$ cat src/rtl/mem_dcache_stage.sv
// rtl/mem_dcache_stage.sv - MEM-stage direct-mapped write-through data cache with pipeline hold
module mem_dcache_stage #(
  parameter int INDEX_BITS     = 4,
  parameter int WORDS_PER_LINE = 4
) (
  input  logic        clk,
  input  logic        rst,
  input  logic [31:0] MEM_alu_out,
  input  logic [31:0] write_data,
  input  logic        memread,
  input  logic        memwrite,
  output logic [7:0]  data_out [0:3],
  output logic        hold,
  output logic        mem_req,
  output logic        mem_we,
  output logic [31:0] mem_addr,
  output logic [31:0] mem_wdata,
  input  logic        mem_ready,
  input  logic [31:0] mem_rdata
);

  localparam int LINES    = 1 << INDEX_BITS;
  localparam int TAG_BITS = 28 - INDEX_BITS;
  localparam int DEPTH    = LINES * WORDS_PER_LINE;

  typedef enum logic [1:0] {S_IDLE, S_REFILL, S_STORE, S_DONE} state_t;

  state_t               state_q, state_d;
  logic [1:0]           beat_q, beat_d;
  logic [LINES-1:0]     valid_q;
  logic [TAG_BITS-1:0]  tag_q  [LINES];
  logic [31:0]          line_q [DEPTH];

  logic [1:0]            offset;
  logic [INDEX_BITS-1:0] index;
  logic [TAG_BITS-1:0]   tag;
  logic                  hit;
  logic [31:0]           cached_word;
  logic                  refill_beat;
  logic                  refill_last;
  logic                  unused_addr_bits;

  logic        hold_c, req_c, we_c;
  logic [31:0] addr_c, wdata_c, rd_word;

  assign offset           = MEM_alu_out[3:2];
  assign index            = MEM_alu_out[INDEX_BITS+3:4];
  assign tag              = MEM_alu_out[31:INDEX_BITS+4];
  assign unused_addr_bits = ^MEM_alu_out[1:0];
  assign hit              = valid_q[index] && (tag_q[index] == tag);
  assign cached_word      = line_q[{index, offset}];
  assign refill_beat      = (state_q == S_REFILL) && mem_ready;
  assign refill_last      = refill_beat && (beat_q == 2'd3);

  always_comb begin
    state_d = state_q;
    beat_d  = beat_q;
    hold_c  = 1'b0;
    req_c   = 1'b0;
    we_c    = 1'b0;
    addr_c  = '0;
    wdata_c = '0;
    rd_word = '0;
    case (state_q)
      S_IDLE: begin
        if (memwrite) begin
          hold_c  = 1'b1;
          state_d = S_STORE;
        end else if (memread) begin
          if (hit) begin
            rd_word = cached_word;
          end else begin
            hold_c  = 1'b1;
            state_d = S_REFILL;
            beat_d  = '0;
          end
        end
      end
      S_REFILL: begin
        hold_c = 1'b1;
        req_c  = 1'b1;
        addr_c = {tag, index, beat_q, 2'b00};
        if (mem_ready) begin
          beat_d = beat_q + 2'd1;
          if (beat_q == 2'd3) state_d = S_IDLE;
        end
      end
      S_STORE: begin
        hold_c  = 1'b1;
        req_c   = 1'b1;
        we_c    = 1'b1;
        addr_c  = {MEM_alu_out[31:2], 2'b00};
        wdata_c = write_data;
        if (mem_ready) state_d = S_DONE;
      end
      S_DONE:  state_d = S_IDLE;
      default: state_d = S_IDLE;
    endcase
  end

  // Reset forces the outputs quiet even though the input operands may still request an access.
  assign hold      = hold_c & ~rst;
  assign mem_req   = req_c & ~rst;
  assign mem_we    = we_c & ~rst;
  assign mem_addr  = rst ? '0 : addr_c;
  assign mem_wdata = rst ? '0 : wdata_c;

  always_comb begin
    for (int i = 0; i < 4; i++) begin
      data_out[i] = rst ? 8'h00 : rd_word[8*i +: 8];
    end
  end

  always_ff @(posedge clk or posedge rst) begin
    if (rst) begin
      state_q <= S_IDLE;
      beat_q  <= '0;
      valid_q <= '0;
    end else begin
      state_q <= state_d;
      beat_q  <= beat_d;
      if ((state_q == S_IDLE) && (state_d == S_REFILL)) begin
        valid_q[index] <= 1'b0;
      end else if (refill_last) begin
        valid_q[index] <= 1'b1;
      end
    end
  end

  always_ff @(posedge clk) begin
    if (refill_beat) begin
      line_q[{index, beat_q}] <= mem_rdata;
    end else if ((state_q == S_STORE) && mem_ready && hit) begin
      line_q[{index, offset}] <= write_data;
    end
    if (refill_last) tag_q[index] <= tag;
  end

endmodule
$ cat config.mk
export PLATFORM = sky130hd
export DESIGN_NAME = mem_dcache_stage
export DESIGN_NICKNAME = d
export VERILOG_FILES = /design/src/rtl/mem_dcache_stage.sv
export SDC_FILE = /design/constraint.sdc
export NUM_CORES = 2
export LEC_CHECK = 0
export CELL_PAD_IN_SITES_DETAIL_PLACEMENT = 0
export CELL_PAD_IN_SITES_GLOBAL_PLACEMENT = 1
export CORE_ASPECT_RATIO = 0.5
export CORE_UTILIZATION = 50
export DETAILED_ROUTE_END_ITERATION = 16
export PLACE_DENSITY_LB_ADDON = 0.1
export SETUP_SLACK_MARGIN = 0.2
export SLEW_MARGIN = 40
export SYNTH_ARGS = -nofsm -noshare
export SYNTH_HDL_FRONTEND = slang
export SYNTH_SLANG_ARGS = --single-unit
$ cat constraint.sdc
create_clock -name clk -period 14.3 [get_ports clk]
set_input_delay 1.43 -clock clk [delete_from_list [all_inputs] [get_ports clk]]
set_output_delay 1.43 -clock clk [all_outputs]
set_load 0.03 [all_outputs]
==> metrics <==
Setup crit end kind=primary output; Critical R2R Launch=tag_q[7][3]$_DFFE_PP_; H-tree depth=4; LEAKAGE=0.0333 uW; number of global-route vias before repair=46.7k; setup TNS=0 ns; Seq/Total Area, Yosys=77.2%; Slew headroom=38.2%; Num CTS Buffers=216; Mapped Area=0.0952 mm2; Die H=311 um; Unique masters post-synth=68; CTS Buffer Depth=4; first-pass GRT wire length=359,000 um; initial DRC count=5,288; Synth top area share=76.7%; Post-synth ARST share=0.816%; pwr/cell area=134 mW/mm2; final core occ=57.5%; Startpoint Class=input pin; Synth-to-Final Area Change=13.4%; Syn Area/Cell=22.7 um2; Fin. Hold Viols=0; share of cells above drive strength 1=27.9%; commonest non-fill, non-tap cell in the layout=edfxtp_1; Synth Area in Compound Gates=1.68%; Met1 Wirelength=108,000 um; Worst EP required=12.87 ns; peak supply drop=0.109 mV; proportion of synthesized area in mux cells=17.5%; die area=0.192 mm2; core area=0.188 mm2; Reg-to-Reg End=line_q[55][24]$_DFFE_PP_; routed wl met2=121,000 um; vias=46.4k; Overall Global Routing Usage=26.7%; hold crit path type=reg2reg; wire per inst=35.2 um; root buf cell=clkbuf_16; unrepaired setup endpoints after global routing=false; Reg clk slew, reported paths=0.06 ns; final clock skew=0.0553 ns; adder-cell area share of the yosys netlist=0.0920%; Post-CTS Resized=0; first drt pass iteration count=5; GPL Wtd Cong=0.795; period utilisation layout=61.6%; Main synth FF type=edfxtp_1; commonest cells after routing, fill and taps aside=edfxtp_1, mux4_2, clkbuf_16; largest net degree at the start of global routing=80; number of synthesized flops with an enable pin=2,432; Post-CTS Hold Fix Bufs=0; top layer reached by signal wires=met5; I/O Buffers=195; status=completed; Initial Util=50.7%; largest family of logic cells by synthesized area=multiplexers; cells after synthesis=4,197; I/O pin count=200; Die Wd=619 um; Synth Area in Simple Gates=2.15%; WP data arrival=7.38 ns; Sink Count=2,452; R2R Setup Slk=8.57 ns; final net count=4,662; Synth warnings=0; Crit Path Max Fanout=58; DRC viols=0; row cnt=112; Yosys reg bits=2,452; met3 WL post-DR=20,700 um; leading area contributor after synthesis=edfxtp_1; final setup fails=0; # Max-Cap Violations=0; crit path kind=in2out; reg2reg path depth=11; Worst-Margin Slew=0.918 ns; minimum clock period=8.81 ns; CTS tree=done; postcts setup bufs=0; highest clock rate=114 MHz; antenna violations before repair=8; WL final=255,000 um; Slew Limit Fails=0; hold path cells=2; DP HPWL=139,000 um; Synth Area in XOR/XNOR=0.221%; Routed Antenna Nets=0; grt ovf=0; synth top area cells=edfxtp_1, mux4_2, mux2_2, nor2_1, dfrtp_1; Worst-Skew Late Latency=0.88 ns; Via density=6.42
sequential cells by signal (all words and copies together), names as in the netlist, named ones only:
register	count
state_q	2
beat_q	2
line_q	2048
tag_q	384
worst max-delay path: stages:
cell and delay [ns]:
buf_6 0.44, buf_4 0.71, inv_2 0.39, buf_4 0.36, nor2_1 0.21, buf_4 0.27, a221oi_1 0.13, xnor2_1 0.20
a21oi_1 0.19, nand4_2 0.28, nor4_4 0.32, buf_4 0.34, nand2_1 0.08, buf_4 0.32, a2111oi_0 0.74, clkdlybuf4s50_1 0.82
per-stage QoR:
stage	setup WS [ns]	total power [uW]	hold slack [ns]	cells	area (um2)
after floorplan	7.18	8670	0.490	4198	95200
after global placement	4.96	9100	0.506	6841	101000
after detailed placement	5.39	9140	0.513	6844	102000
after CTS	5.37	14600	0.530	7229	108000
after global routing	5.24	14900	0.550	7229	108000
final	5.49	14500	0.524	7231	108000
per-layer routing:
metal / GRT usage, % / vias to the layer above
li1: - / 18600
met1: 40.4 / 25600
met2: 42.0 / 1966
met3: 4.20 / 290
met4: 5.08 / 4
met5: 0 / -
Yosys cell counts (32+ instances only):
| library cell | number |
|---|---|
| nor3_1 | 43 |
| nor2b_1 | 32 |
| mux2i_1 | 50 |
| a21oi_1 | 36 |
| o22ai_1 | 58 |
| mux2_2 | 79 |
| clkbuf_1 | 122 |
| nor2_1 | 143 |
| edfxtp_1 | 2432 |
| buf_1 | 46 |
| buf_2 | 52 |
| nand2_1 | 90 |
| mux4_2 | 677 |
| and2_1 | 56 |
cells by family after synthesis:
group,after synthesis
and+or+nand+nor,425
AOI/OAI and AO/OA,231
adders and majority gates,7
xor gates and xnor gates,24
DFF,2452
muxes,810
buffers and inverters,247
other,1
where the power goes:
part / switching, uW / internal, uW / leakage [uW] / total [uW]
logic: 656 / 391 / 0.00800 / 1050
clock network: 2570 / 2940 / 0.00313 / 5510
registers: 8.64 / 7910 / 0.0221 / 7920
final cells by class:
type                       instances  area (um2)
timing repair buffer             369        3420
clock inverter                   121         748
tap                             2508        3140
inverter                          16        60.1
fill                           13700       79800
antenna                            2        5.00
multi-input combinational       1499       21400
clock buffer                     264        5650
sequential                      2452       73500
worst max-delay path by stage:
stage | start | endpoint | slack (ns) | cells after the start
after floorplan | MEM_alu_out[4] | data_out[15] | 7.18 | 11
after global placement | MEM_alu_out[4] | data_out[7] | 4.96 | 14
after detailed placement | MEM_alu_out[4] | data_out[7] | 5.39 | 14
after CTS | MEM_alu_out[4] | data_out[7] | 5.37 | 14
after global routing | MEM_alu_out[4] | data_out[7] | 5.24 | 14
final | MEM_alu_out[7] | data_out[28] | 5.49 | 16
No activity file was read; power rests on OpenSTA's default activity.
